$ cat src/rtl/rsa_csr_pkg.sv
// rsa_csr_pkg: CSR byte offsets, AXI response codes, FSM encodings
// and the byte-strobe merge helper for the RSA CSR responder.
package rsa_csr_pkg;

  // Write map (byte offsets)
  localparam logic [11:0] OFF_COMMAND  = 12'h000;
  localparam logic [11:0] OFF_RXADDR   = 12'h004;
  localparam logic [11:0] OFF_TXADDR   = 12'h008;
  localparam logic [11:0] OFF_T        = 12'h00C;
  localparam logic [11:0] OFF_T_LEN    = 12'h010;
  localparam logic [11:0] OFF_LOADING  = 12'h014;

  // Read map (byte offsets), independent of the write map
  localparam logic [11:0] OFF_STATUS   = 12'h000;
  localparam logic [11:0] OFF_LSB_N    = 12'h004;
  localparam logic [11:0] OFF_LSB_R_N  = 12'h008;
  localparam logic [11:0] OFF_LSB_R2_N = 12'h00C;

  localparam logic [1:0] RESP_OKAY   = 2'b00;
  localparam logic [1:0] RESP_SLVERR = 2'b10;

  typedef enum logic [1:0] {
    WR_IDLE,
    WR_COMMIT,
    WR_RESP
  } wr_state_e;

  typedef enum logic {
    RD_IDLE,
    RD_RESP
  } rd_state_e;

  function automatic logic [31:0] strb_merge(
    input logic [31:0] old_v,
    input logic [31:0] new_v,
    input logic [3:0]  strb
  );
    logic [31:0] r;
    r = old_v;
    for (int i = 0; i < 4; i++) begin
      if (strb[i]) r[8*i +: 8] = new_v[8*i +: 8];
    end
    return r;
  endfunction

endpackage

$ cat src/rtl/rsa_csr_axil_slave.sv
// rsa_csr_axil_slave: AXI4-Lite CSR responder for the RSA core.
// Ports: s_axi_csrs_* AXI-Lite slave; six write registers out
// (command..loading) plus command_wr pulse; four read-only
// status/modulus sources in. Independent write and read FSMs.
module rsa_csr_axil_slave
  import rsa_csr_pkg::*;
#(
  parameter int ADDR_W = 12,
  parameter int DATA_W = 32
) (
  input  logic              clk,
  input  logic              rst,
  input  logic [ADDR_W-1:0] s_axi_csrs_awaddr,
  input  logic              s_axi_csrs_awvalid,
  output logic              s_axi_csrs_awready,
  input  logic [DATA_W-1:0] s_axi_csrs_wdata,
  input  logic [3:0]        s_axi_csrs_wstrb,
  input  logic              s_axi_csrs_wvalid,
  output logic              s_axi_csrs_wready,
  output logic [1:0]        s_axi_csrs_bresp,
  output logic              s_axi_csrs_bvalid,
  input  logic              s_axi_csrs_bready,
  input  logic [ADDR_W-1:0] s_axi_csrs_araddr,
  input  logic              s_axi_csrs_arvalid,
  output logic              s_axi_csrs_arready,
  output logic [DATA_W-1:0] s_axi_csrs_rdata,
  output logic [1:0]        s_axi_csrs_rresp,
  output logic              s_axi_csrs_rvalid,
  input  logic              s_axi_csrs_rready,
  output logic [DATA_W-1:0] command,
  output logic [DATA_W-1:0] rxaddr,
  output logic [DATA_W-1:0] txaddr,
  output logic [DATA_W-1:0] t_exp,
  output logic [DATA_W-1:0] t_len,
  output logic [DATA_W-1:0] loading,
  output logic              command_wr,
  input  logic [DATA_W-1:0] core_status,
  input  logic [DATA_W-1:0] lsb_n,
  input  logic [DATA_W-1:0] lsb_r_n,
  input  logic [DATA_W-1:0] lsb_r2_n
);

  wr_state_e         wr_st_q, wr_st_d;
  logic              aw_pend_q, aw_pend_d;
  logic              w_pend_q, w_pend_d;
  logic [ADDR_W-1:2] awaddr_q, awaddr_d;
  logic [DATA_W-1:0] wdata_q, wdata_d;
  logic [3:0]        wstrb_q, wstrb_d;
  logic              bvalid_q, bvalid_d;
  logic [1:0]        bresp_q, bresp_d;
  logic              cmd_wr_q, cmd_wr_d;
  logic [DATA_W-1:0] regs_q [6];
  logic [DATA_W-1:0] regs_d [6];

  rd_state_e         rd_st_q, rd_st_d;
  logic              rvalid_q, rvalid_d;
  logic [1:0]        rresp_q, rresp_d;
  logic [DATA_W-1:0] rdata_q, rdata_d;

  logic              aw_hs, w_hs, ar_hs;
  logic [ADDR_W-1:0] wa, ra;
  logic              unused_addr_lsbs;

  // Byte lanes within a word are not decoded
  assign unused_addr_lsbs = ^{s_axi_csrs_awaddr[1:0],
                              s_axi_csrs_araddr[1:0]};

  assign s_axi_csrs_awready = !aw_pend_q && (wr_st_q == WR_IDLE);
  assign s_axi_csrs_wready  = !w_pend_q && (wr_st_q == WR_IDLE);
  assign s_axi_csrs_arready = (rd_st_q == RD_IDLE);

  assign aw_hs = s_axi_csrs_awvalid && s_axi_csrs_awready;
  assign w_hs  = s_axi_csrs_wvalid && s_axi_csrs_wready;
  assign ar_hs = s_axi_csrs_arvalid && s_axi_csrs_arready;

  assign wa = {awaddr_q, 2'b00};
  assign ra = {s_axi_csrs_araddr[ADDR_W-1:2], 2'b00};

  always_comb begin
    wr_st_d   = wr_st_q;
    aw_pend_d = aw_pend_q;
    w_pend_d  = w_pend_q;
    awaddr_d  = awaddr_q;
    wdata_d   = wdata_q;
    wstrb_d   = wstrb_q;
    bvalid_d  = bvalid_q;
    bresp_d   = bresp_q;
    cmd_wr_d  = 1'b0;
    regs_d    = regs_q;
    unique case (wr_st_q)
      WR_IDLE: begin
        if (aw_hs) begin
          aw_pend_d = 1'b1;
          awaddr_d  = s_axi_csrs_awaddr[ADDR_W-1:2];
        end
        if (w_hs) begin
          w_pend_d = 1'b1;
          wdata_d  = s_axi_csrs_wdata;
          wstrb_d  = s_axi_csrs_wstrb;
        end
        if (aw_pend_d && w_pend_d) wr_st_d = WR_COMMIT;
      end
      WR_COMMIT: begin
        aw_pend_d = 1'b0;
        w_pend_d  = 1'b0;
        bvalid_d  = 1'b1;
        bresp_d   = RESP_OKAY;
        wr_st_d   = WR_RESP;
        unique case (wa)
          OFF_COMMAND: begin
            regs_d[0] = strb_merge(regs_q[0], wdata_q, wstrb_q);
            cmd_wr_d  = 1'b1;
          end
          OFF_RXADDR:  regs_d[1] = strb_merge(regs_q[1], wdata_q, wstrb_q);
          OFF_TXADDR:  regs_d[2] = strb_merge(regs_q[2], wdata_q, wstrb_q);
          OFF_T:       regs_d[3] = strb_merge(regs_q[3], wdata_q, wstrb_q);
          OFF_T_LEN:   regs_d[4] = strb_merge(regs_q[4], wdata_q, wstrb_q);
          OFF_LOADING: regs_d[5] = strb_merge(regs_q[5], wdata_q, wstrb_q);
          default:     bresp_d   = RESP_SLVERR;
        endcase
      end
      WR_RESP: begin
        if (s_axi_csrs_bready) begin
          bvalid_d = 1'b0;
          wr_st_d  = WR_IDLE;
        end
      end
      default: wr_st_d = WR_IDLE;
    endcase
  end

  // Read-only sources are captured at the AR handshake edge
  always_comb begin
    rd_st_d  = rd_st_q;
    rvalid_d = rvalid_q;
    rresp_d  = rresp_q;
    rdata_d  = rdata_q;
    unique case (rd_st_q)
      RD_IDLE: begin
        if (ar_hs) begin
          rvalid_d = 1'b1;
          rresp_d  = RESP_OKAY;
          rd_st_d  = RD_RESP;
          unique case (ra)
            OFF_STATUS:   rdata_d = core_status;
            OFF_LSB_N:    rdata_d = lsb_n;
            OFF_LSB_R_N:  rdata_d = lsb_r_n;
            OFF_LSB_R2_N: rdata_d = lsb_r2_n;
            default: begin
              rdata_d = '0;
              rresp_d = RESP_SLVERR;
            end
          endcase
        end
      end
      RD_RESP: begin
        if (s_axi_csrs_rready) begin
          rvalid_d = 1'b0;
          rd_st_d  = RD_IDLE;
        end
      end
      default: rd_st_d = RD_IDLE;
    endcase
  end

  always_ff @(posedge clk or posedge rst) begin
    if (rst) begin
      wr_st_q   <= WR_IDLE;
      aw_pend_q <= 1'b0;
      w_pend_q  <= 1'b0;
      awaddr_q  <= '0;
      wdata_q   <= '0;
      wstrb_q   <= '0;
      bvalid_q  <= 1'b0;
      bresp_q   <= RESP_OKAY;
      cmd_wr_q  <= 1'b0;
      for (int i = 0; i < 6; i++) regs_q[i] <= '0;
      rd_st_q   <= RD_IDLE;
      rvalid_q  <= 1'b0;
      rresp_q   <= RESP_OKAY;
      rdata_q   <= '0;
    end else begin
      wr_st_q   <= wr_st_d;
      aw_pend_q <= aw_pend_d;
      w_pend_q  <= w_pend_d;
      awaddr_q  <= awaddr_d;
      wdata_q   <= wdata_d;
      wstrb_q   <= wstrb_d;
      bvalid_q  <= bvalid_d;
      bresp_q   <= bresp_d;
      cmd_wr_q  <= cmd_wr_d;
      for (int i = 0; i < 6; i++) regs_q[i] <= regs_d[i];
      rd_st_q   <= rd_st_d;
      rvalid_q  <= rvalid_d;
      rresp_q   <= rresp_d;
      rdata_q   <= rdata_d;
    end
  end

  assign s_axi_csrs_bvalid = bvalid_q;
  assign s_axi_csrs_bresp  = bresp_q;
  assign s_axi_csrs_rvalid = rvalid_q;
  assign s_axi_csrs_rresp  = rresp_q;
  assign s_axi_csrs_rdata  = rdata_q;
  assign command_wr        = cmd_wr_q;
  assign command           = regs_q[0];
  assign rxaddr            = regs_q[1];
  assign txaddr            = regs_q[2];
  assign t_exp             = regs_q[3];
  assign t_len             = regs_q[4];
  assign loading           = regs_q[5];

endmodule

$ cat config.mk
export PLATFORM = sky130hd
export DESIGN_NAME = rsa_csr_axil_slave
export DESIGN_NICKNAME = d
export VERILOG_FILES = /design/src/rtl/rsa_csr_pkg.sv /design/src/rtl/rsa_csr_axil_slave.sv
export SDC_FILE = /design/constraint.sdc
export NUM_CORES = 1
export LEC_CHECK = 0
export BUFFER_PORTS_ARGS = -buffer_cell sky130_fd_sc_hd__buf_4
export CAP_MARGIN = 20
export CORE_MARGIN = 2
export CORE_UTILIZATION = 32
export CTS_BUF_LIST = sky130_fd_sc_hd__clkbuf_8
export CTS_CLUSTER_SIZE = 24
export DETAILED_ROUTE_END_ITERATION = 12
export PLACE_DENSITY_LB_ADDON = 0.25
export SLEW_MARGIN = 25
export SYNTH_ARGS = -nofsm -noshare
export SYNTH_HDL_FRONTEND = slang
export SYNTH_SLANG_ARGS = --single-unit
$ cat constraint.sdc
create_clock -name clk -period 10.07 [get_ports clk]
set_clock_uncertainty 0.1 [all_clocks]
set_input_delay 1.007 -clock clk [delete_from_list [all_inputs] [get_ports clk]]
set_output_delay 1.007 -clock clk [all_outputs]
set_load 0.05 [all_outputs]
==> results of run 1 <==
[stage by stage]
step                instances  cell area [um^2]
CTS                      1636             16200
floorplan                 696             11600
global placement         1552             15200
detailed placement       1552             15200
global route             1637             16200
finish                   1637             16200
[sequential cells by signal, indices dropped and copies added, names as in the netlist, 32 cells and up]
name              count
wdata_q              32
loading              32
txaddr               32
rxaddr               32
command              32
s_axi_csrs_rdata     32
t_len                32
t_exp                32
[metal layers]
metal | up-vias | track usage [%] | share of wire, %
met4 | 0 | 5.64 | 2.3
met5 | - | 0 | 0
met2 | 309 | 32.1 | 53
met1 | 3951 | 20.8 | 38
met3 | 60 | 4.85 | 6.9
li1 | 3524 | - | -
[report_power, final]
group          switching (uW)  internal, uW  total, uW
Clock                     451           588       1040
Combinational             396           303        699
Sequential                203          1270       1480
Total                    1050          2160       3210
[layout make-up]
cell class	count	area, um^2
multi-input combinational	376	4380
clock buffer	64	881
antenna	1	2.50
clock inverter	20	110
timing repair buffer	429	3220
fill	3274	19400
sequential	280	7010
inverter	6	35.0
tap	461	577
[worst max-delay path: stages, from the launching register on]
cell and delay (ns):
sky130_fd_sc_hd__dfrtp_1 0.53, sky130_fd_sc_hd__nor3_1 0.29, sky130_fd_sc_hd__buf_4 0.25
[cell usage in the layout (no fill, tap or decap), types with 2 or more instances in the layout]
master,synthesis,final
sky130_fd_sc_hd__buf_4,6,428
sky130_fd_sc_hd__dfrtp_1,280,280
sky130_fd_sc_hd__mux2_2,238,238
sky130_fd_sc_hd__clkbuf_8,0,64
sky130_fd_sc_hd__mux4_2,32,32
sky130_fd_sc_hd__a22o_1,32,32
sky130_fd_sc_hd__nand4_2,24,24
sky130_fd_sc_hd__inv_1,6,21
sky130_fd_sc_hd__nor2_1,8,8
sky130_fd_sc_hd__and3b_1,5,5
sky130_fd_sc_hd__a21oi_1,5,5
sky130_fd_sc_hd__and4bb_2,4,4
sky130_fd_sc_hd__nor3_1,2,2
sky130_fd_sc_hd__nor3b_2,2,2
sky130_fd_sc_hd__o21ai_0,2,2
sky130_fd_sc_hd__or4_1,2,2
sky130_fd_sc_hd__conb_1,1,2
sky130_fd_sc_hd__clkinvlp_4,0,2
[cells by family (layout without fill, tap and decap cells)]
logic type	after synthesis	after routing	share of synthesized area [%]
other	1	3	0.0325
muxes	270	270	29.5
DFF	280	280	60.7
AOI/OAI and AO/OA	42	42	2.91
and+or+nand+nor	62	62	5.29
buffers and inverters	40	519	1.64
[path summary, 6_finish.rpt]
path                                         start                                to  slack (ns)  depth (start not counted)
setup / recovery            wr_st_q[0]$_DFFE_PP0P_                 s_axi_csrs_wready        7.32                          2
hold / removal                   rd_st_q$_DFF_PP0_     s_axi_csrs_rvalid$_DFFE_PP0P_        0.38                          1
setup reg to reg           awaddr_q[3]$_DFFE_PP0P_             t_exp[26]$_DFFE_PP0P_        7.58                          3
hold reg to reg                  rd_st_q$_DFF_PP0_     s_axi_csrs_rvalid$_DFFE_PP0P_        0.38                          1
max in group asynchronous                      rst            rxaddr[31]$_DFFE_PP0P_        8.09                          3
min in group asynchronous                      rst  s_axi_csrs_rdata[30]$_DFFE_PP0P_        0.42                          2
==> flow_metrics.tcl, run 1 <==
set metrics [dict create \
    detailed_place_hpwl_um 24800 \
    timing.fmax_ghz 0.364 \
    final_layout_size_suffix_gt1_share_pct 68.6 \
    rsz_0062_raised_after_global_routing "false" \
    cts-hold-fix-buffers 0 \
    synth.largest_area_cell "sky130_fd_sc_hd__dfrtp_1" \
    power_uw 3210 \
    syn2layout_area_growth_pct 40.4 \
    wire_length_of_the_first_global_routing_pass_um 51600 \
    power.density_nw_per_um2 198 \
    relSlewSlack_pct 48.3 \
    worstSkewPairLatency_ns 0.57 \
    row_count 69 \
    tritoncts "built" \
    clkSinkCount 280 \
    ctsResizeCount 0 \
    synth-main-ff-cell "sky130_fd_sc_hd__dfrtp_1" \
    postLayoutCoreUtil_pct 45.6 \
    timing.critical_path.arrival_ns 1.64 \
    grt_pass1_vias 8451 \
    report.final.hold_viol_count 0 \
    synth_cell_type_count 33 \
    cts_post_setup_buffers_inserted 0 \
    grt_max_degree 141 \
    synth_common_cells "sky130_fd_sc_hd__dfrtp_1, sky130_fd_sc_hd__mux2_2, sky130_fd_sc_hd__a22o_1, sky130_fd_sc_hd__mux4_2, sky130_fd_sc_hd__nand4_2" \
    cp_max_fo 15 \
    setup_total_negative_slack_ns 0 \
    number_of_pins_with_negative_max_slew_slack_in_the_final_report 0 \
    clkSlewWorstSetupHoldPaths_ns 0.06 \
    fp.dieW_um 194 \
    starting_density_pct 32.5 \
    grt_use_total_pct 17.9 \
    seq_area_frac_synth_pct 60.7 \
    depth_of_the_cts_h_tree 2 \
    proportion_of_synthesized_flip_flops_having_asynchronous_set_or_reset_pct 100 \
    synth_area_per_cell_um2 16.6 \
    ir_drop_v 0.000117 \
    vias_per_cell 4.79 \
    timing.final.crit_period_ns 2.75 \
    core_um2 35600 \
    first_iter_violations 233 \
    final.hold.worst_slack_ns 0.377 \
    worstSetupPathType "reg2out" \
    globalplace.congestion 0.800 \
    run_status "finished clean" \
    placement.setup.worst_slack_ns 6.95 \
    clock_tree.root_cell "sky130_fd_sc_hd__clkbuf_8" \
    ys.warnings.count 0 \
    remaining_number_of_nets_flagged_by_the_antenna_check_after_routing 0 \
    crit_path_start_kind "flip-flop" \
    fp.dieH_um 194 \
    postSynthCellCount 695 \
    ys_seq_elements 280 \
    tritoncts_buffers 48 \
    clock_tree.buffer_depth 3 \
    setup_ws_ns 7.32 \
    worstMarginPinSlew_ns 0.765 \
    post-synth-top-count-cell "sky130_fd_sc_hd__dfrtp_1" \
    nets_final 1336 \
    synth_top_area_share_pct 60.7 \
    wl_um 34300 \
    wire_per_inst_um 20.9 \
    endpoint_kind "output pin" \
    max_cap_viol_count 0 \
    grt-ovfl-total 0 \
    design.die.area_um2 37600 \
    crit_share_post_route_pct 27.3 \
    boundaryPins 429 \
    drtPass1Iterations 6 \
    route.detailed.drc 0 \
    type_of_the_tightest_min_delay_check "reg2reg" \
    vias 7844 \
    netlist_area_um2 11500 \
    synth_edf_count 0 \
    static-leakage-power_uw 0.00864 \
    placement.io_buffers 422 \
    netlist_top_cells_area "sky130_fd_sc_hd__dfrtp_1, sky130_fd_sc_hd__mux2_2, sky130_fd_sc_hd__mux4_2" \
    worst_ep_required_time_ns 8.96 \
    timing.final.setup_violations 0 \
    initial_antenna_violation_count 1 \
]
(Power assumes the default switching activity.)
==> inputs of run 2 (changes only) <==
==> constraint.sdc (replaced) <==
create_clock -name clk -period 2.3 [get_ports clk]
set_clock_uncertainty 0.1 [all_clocks]
set_input_delay 0.23 -clock clk [delete_from_list [all_inputs] [get_ports clk]]
set_output_delay 0.23 -clock clk [all_outputs]
set_load 0.05 [all_outputs]
==> flow_metrics.tcl, run 2 (synthesis results as in run 1) <==
set metrics [dict create \
    timing.final.setup_violations 0 \
    power.sequential.fraction_pct 45.6 \
    worstMarginPinSlew_ns 0.566 \
    detailed_place_hpwl_um 25400 \
    ctsResizeCount 0 \
    max_cap_viol_count 0 \
    final_layout_size_suffix_gt1_share_pct 62.9 \
    placement.io_buffers 422 \
    depth_of_the_cts_h_tree 2 \
    initial_antenna_violation_count 1 \
    core_um2 35600 \
    power_uw 14200 \
    cp_max_fo 8 \
    clkSlewWorstSetupHoldPaths_ns 0.06 \
    static-leakage-power_uw 0.00921 \
    timing.final.crit_period_ns 2.24 \
    detailroute.wirelength.met3_um 2120 \
    grt-ovfl-total 0 \
    fillCellCount 3155 \
    type_of_the_tightest_min_delay_check "in2reg" \
    row_count 69 \
    syn2layout_area_growth_pct 51.8 \
    wl_um 35000 \
    worst_ep_required_time_ns 2.64 \
    finalInstanceArea_um2 17500 \
    min_from "core_status[29]" \
    grt_pass1_vias 9148 \
    crit_path_start_kind "flip-flop" \
    maxUsedRoutingLayer "met4" \
    power.density_nw_per_um2 809 \
    fp.dieW_um 194 \
    route.detailed.drc 0 \
    total_switching_power_uw 4660 \
    endpoint_kind "flip-flop" \
    m1WireLength_um 13500 \
    fp.dieH_um 194 \
    worstSkewPairLatency_ns 0.58 \
    critPathMaxStageDelay_ns 0.50 \
    internal_power_uw 9530 \
    reg2reg_from "awaddr_q[3]$_DFFE_PP0P_" \
    number_of_pins_with_negative_max_slew_slack_in_the_final_report 0 \
    nets_final 1469 \
    crit_share_post_route_pct 97.4 \
    drtPass1Iterations 4 \
    cpLargestDelayFamily "simple AND/OR/NAND/NOR gates" \
    relSlewSlack_pct 62.1 \
    timing.critical_path.arrival_ns 2.58 \
    clock_tree.buffer_depth 3 \
    remaining_number_of_nets_flagged_by_the_antenna_check_after_routing 0 \
    rsz_0062_raised_after_global_routing "true" \
    timing.critical_path.slowest_stage_cell "sky130_fd_sc_hd__dfrtp_1" \
    grt_max_degree 85 \
    first_iter_violations 193 \
    starting_density_pct 32.5 \
    grt_use_total_pct 18.6 \
    vias 8337 \
    timing.fmax_ghz 0.446 \
    clock_power_share_pct 30.6 \
    worstSetupPathType "reg2reg" \
    tritoncts_buffers 47 \
    layout.cells.most_common "sky130_fd_sc_hd__buf_4" \
    tritoncts "built" \
    design.die.area_um2 37600 \
    layout.cells.most_common_list "sky130_fd_sc_hd__buf_4, sky130_fd_sc_hd__dfrtp_1, sky130_fd_sc_hd__mux2_2" \
    vias_per_cell 4.72 \
    setup.worst_path.start "awaddr_q[3]$_DFFE_PP0P_" \
    ir_drop_v 0.000504 \
    combinationalPowerShare_pct 23.8 \
    worstPathCellList "buf_4, nor3b_2, nand4_2, mux2_2" \
    wire_length_of_the_first_global_routing_pass_um 54000 \
    switching_share_pct 32.9 \
    wire_per_inst_um 19.8 \
    clock_tree.root_cell "sky130_fd_sc_hd__clkbuf_8" \
    dr_wl_met2_um 18500 \
    globalplace.congestion 0.787 \
    placed_cell_area_um2 15500 \
    boundaryPins 429 \
    report.final.hold_viol_count 0 \
    clkSinkCount 280 \
    run_status "finished clean" \
    cp_num_buf_inv 1 \
]
[run 2: cell count changes in the layout (fill, tap and decap cells not counted), sizes merged, moves of 3 or more]
cell	change
dlygate4sd3	+114
buf	+20
clkbuf	-9
inv	+3
[run 2: worst min-delay path, stage by stage]
cell and delay (ns):
sky130_fd_sc_hd__buf_4 0.07, sky130_fd_sc_hd__mux4_2 0.28, sky130_fd_sc_hd__a22o_1 0.13
[run 2: what timing repair did]
action | CTS | global route
buffers inserted | 0 | 0
endpoints found under the hold margin | 224 | 0
endpoints found under the setup margin | 0 | 32
hold buffers | 114 | 0
[run 2: worst paths after layout]
check                                                   endpoint  slack, ns  cells after the start
worst max-delay path                      txaddr[18]$_DFFE_PP0P_       0.06                      4
worst min-delay path            s_axi_csrs_rdata[29]$_DFFE_PP0P_       0.07                      3
worst max register to register            txaddr[18]$_DFFE_PP0P_       0.06                      4
worst min register to register     s_axi_csrs_rvalid$_DFFE_PP0P_       0.35                      1
max in group asynchronous                loading[25]$_DFFE_PP0P_       1.18                      4
min in group asynchronous                  rxaddr[9]$_DFFE_PP0P_       0.14                      3
[run 2: power by group through the flow]
stage | logic, uW | registers [uW] | clock network, uW
3_5_place_dp | 3210 | 6570 | 0
6_report | 3380 | 6470 | 4340
4_1_cts | 3420 | 6480 | 4540
3_3_place_gp | 3160 | 6540 | 0
2_1_floorplan | 1580 | 6890 | 0
5_1_grt | 3590 | 6630 | 4760
[run 2: layout make-up]
| cell class | count | area (um^2) | area share, % |
|---|---|---|---|
| tap | 461 | 577 | 3.29 |
| antenna | 2 | 5.00 | 0.0285 |
| multi-input combinational | 376 | 4380 | 25.0 |
| timing repair buffer | 563 | 4640 | 26.4 |
| inverter | 6 | 26.3 | 0.150 |
| clock inverter | 22 | 146 | 0.835 |
| clock buffer | 55 | 757 | 4.32 |
| sequential | 280 | 7010 | 40.0 |
[run 2: through the flow]
stage / cells / setup WS, ns / setup TNS, ns / utilization [%] / hold slack [ns]
floorplan: 696 / -1.74 / -486.45 / - / 0.226
global route: 1764 / -0.0873 / -1.86 / 49.3 / 0.0271
global placement: 1572 / 0.0219 / 0 / 43.5 / 0.163
CTS: 1763 / 0.0301 / 0 / 49.3 / 0.0107
detailed placement: 1572 / 0.0520 / 0 / 43.5 / 0.170
finish: 1765 / 0.0587 / 0 / 49.3 / 0.0676
[run 2: layer usage]
layer	global-route usage [%]	up-vias
met2	33.5	322
met1	21.6	4190
met4	6.68	0
li1	-	3777
met5	0	-
met3	4.45	48
==> inputs of run 3 (changes only) <==
--- a/config.mk
+++ b/config.mk
@@ -5,6 +5,7 @@
 export SDC_FILE = /design/constraint.sdc
 export NUM_CORES = 1
 export LEC_CHECK = 0
+export ABC_CLOCK_PERIOD_IN_PS = 2300
 export BUFFER_PORTS_ARGS = -buffer_cell sky130_fd_sc_hd__buf_4
 export CAP_MARGIN = 20
 export CORE_MARGIN = 2
@@ -12,7 +13,6 @@
 export CTS_BUF_LIST = sky130_fd_sc_hd__clkbuf_8
 export CTS_CLUSTER_SIZE = 24
 export DETAILED_ROUTE_END_ITERATION = 12
-export PLACE_DENSITY_LB_ADDON = 0.25
 export SLEW_MARGIN = 25
 export SYNTH_ARGS = -nofsm -noshare
 export SYNTH_HDL_FRONTEND = slang
==> flow_metrics.tcl, run 3 (synthesis results as in run 1) <==
set metrics [dict create \
    tritoncts "built" \
    worstSkewPairLatency_ns 0.57 \
    vias 8372 \
    fp.dieW_um 194 \
    wl_um 35000 \
    combinationalPowerShare_pct 24.2 \
    power.sequential.fraction_pct 46.6 \
    report.final.hold_viol_count 0 \
    rrSetupSlack_ns 0.09 \
    boundaryPins 429 \
    depth_of_the_cts_h_tree 2 \
    wire_length_of_the_first_global_routing_pass_um 52600 \
    wire_per_inst_um 19.9 \
    placement.io_buffers 422 \
    ir_drop_v 0.000405 \
    drtPass1Iterations 4 \
    row_count 69 \
    cp_max_fo 11 \
    grt-ovfl-total 0 \
    type_of_the_tightest_min_delay_check "in2reg" \
    first_iter_violations 229 \
    worstSetupPathType "reg2reg" \
    setup_total_negative_slack_ns 0 \
    route.detailed.drc 0 \
    syn2layout_area_growth_pct 50.9 \
    detailed_place_hpwl_um 25000 \
    vias_per_cell 4.75 \
    total_switching_power_uw 4630 \
    clock_power_share_pct 29.3 \
    number_of_pins_with_negative_max_slew_slack_in_the_final_report 0 \
    worst_ep_required_time_ns 2.64 \
    endpoint_kind "flip-flop" \
    run_status "finished clean" \
    worstMarginPinSlew_ns 0.592 \
    grt_pass1_vias 8913 \
    design.die.area_um2 37600 \
    globalplace.congestion 0.849 \
    clkSinkCount 280 \
    grt_use_total_pct 18.1 \
    fp.dieH_um 194 \
    multi_input_area_um2 4390 \
    initial_antenna_violation_count 3 \
    tritoncts_buffers 47 \
    placement.setup.worst_slack_ns 0.0409 \
    layout.cells.most_common "sky130_fd_sc_hd__buf_4" \
    cts_post_setup_buffers_inserted 0 \
    timing.fmax_ghz 0.453 \
    clock_tree.buffer_depth 3 \
    power.density_nw_per_um2 796 \
    fillCellCount 3166 \
    final_layout_size_suffix_gt1_share_pct 62.6 \
    timing.critical_path.arrival_ns 2.54 \
    nets_final 1465 \
    static-leakage-power_uw 0.00915 \
    crit_share_post_route_pct 96.1 \
    starting_density_pct 32.5 \
    switching_share_pct 33.3 \
    timing.final.setup_violations 0 \
    layout.cells.most_common_list "sky130_fd_sc_hd__buf_4, sky130_fd_sc_hd__dfrtp_1, sky130_fd_sc_hd__mux2_2" \
    timing.final.crit_period_ns 2.21 \
    relSlewSlack_pct 60.6 \
    max_cap_viol_count 0 \
    setup_ws_ns 0.0907 \
    clock_tree.root_cell "sky130_fd_sc_hd__clkbuf_8" \
    clkSlewWorstSetupHoldPaths_ns 0.06 \
    regArea_um2 7010 \
    remaining_number_of_nets_flagged_by_the_antenna_check_after_routing 0 \
    power_uw 13900 \
    crit_path_start_kind "flip-flop" \
    grt_max_degree 100 \
    core_um2 35600 \
    internal_power_uw 9250 \
]
==> run 3: area by class of cell <==
class / instances / share of cell area, %
Clock inverter: 22 / 0.531
Sequential cell: 280 / 40.2
Multi-Input combinational cell: 376 / 25.2
Clock buffer: 54 / 4.27
Tap cell: 461 / 3.31
Timing Repair Buffer: 559 / 26.3
Antenna cell: 3 / 0.0431
Inverter: 6 / 0.151
==> run 3: what timing repair did <==
item                       CTS  global route
hold buffers               117             0
hold endpoints to repair   365             0
setup endpoints to repair    0            32
resized for setup            0             2
==> run 3: metal layers <==
| layer | vias to the layer above | GRT usage [%] | part of all wire, % |
|---|---|---|---|
| met5 | - | 0 | 0 |
| met4 | 0 | 6.73 | 3.0 |
| met3 | 66 | 4.68 | 6.6 |
| met2 | 322 | 32.0 | 52 |
| met1 | 4220 | 21.0 | 39 |
| li1 | 3764 | - | - |
==> run 3: power groups by stage <==
| stage | Clock [uW] | Combinational (uW) | Sequential [uW] |
|---|---|---|---|
| after global placement | 0 | 3130 | 6530 |
| after CTS | 4210 | 3370 | 6470 |
| final | 4060 | 3350 | 6460 |
| after floorplan | 0 | 1580 | 6890 |
| after global routing | 4450 | 3560 | 6620 |
| after detailed placement | 0 | 3160 | 6550 |
==> run 3: per-stage QoR <==
step	area, um^2	util, %	std cells	hold slack (ns)
floorplan	11600	-	696	0.226
global placement	15400	43.3	1565	0.209
detailed placement	15400	43.3	1565	0.214
CTS	17400	48.9	1758	0.121
global route	17400	49.0	1761	0.189
finish	17400	49.0	1761	0.174
==> run 3: path summary, 6_finish.rpt <==
kind                                         startpoint                              end  cells past startpoint
worst min register to register        rd_st_q$_DFF_PP0_    s_axi_csrs_rvalid$_DFFE_PP0P_                      1
min in group asynchronous                           rst           rxaddr[15]$_DFFE_PP0P_                      4
worst max register to register  awaddr_q[3]$_DFFE_PP0P_           rxaddr[24]$_DFFE_PP0P_                      3
worst max-delay path            awaddr_q[3]$_DFFE_PP0P_           rxaddr[24]$_DFFE_PP0P_                      3
worst min-delay path              s_axi_csrs_araddr[10]  s_axi_csrs_rresp[1]$_DFFE_PP0P_                      5
max in group asynchronous                           rst          command[25]$_DFFE_PP0P_                      5
==> run 3: critical path, cell delays in order, from the launching register on <==
cell and delay, ns:
sky130_fd_sc_hd__dfrtp_1 0.54, sky130_fd_sc_hd__nor4b_4 0.62, sky130_fd_sc_hd__nand4_2 0.41, sky130_fd_sc_hd__mux2_2 0.39
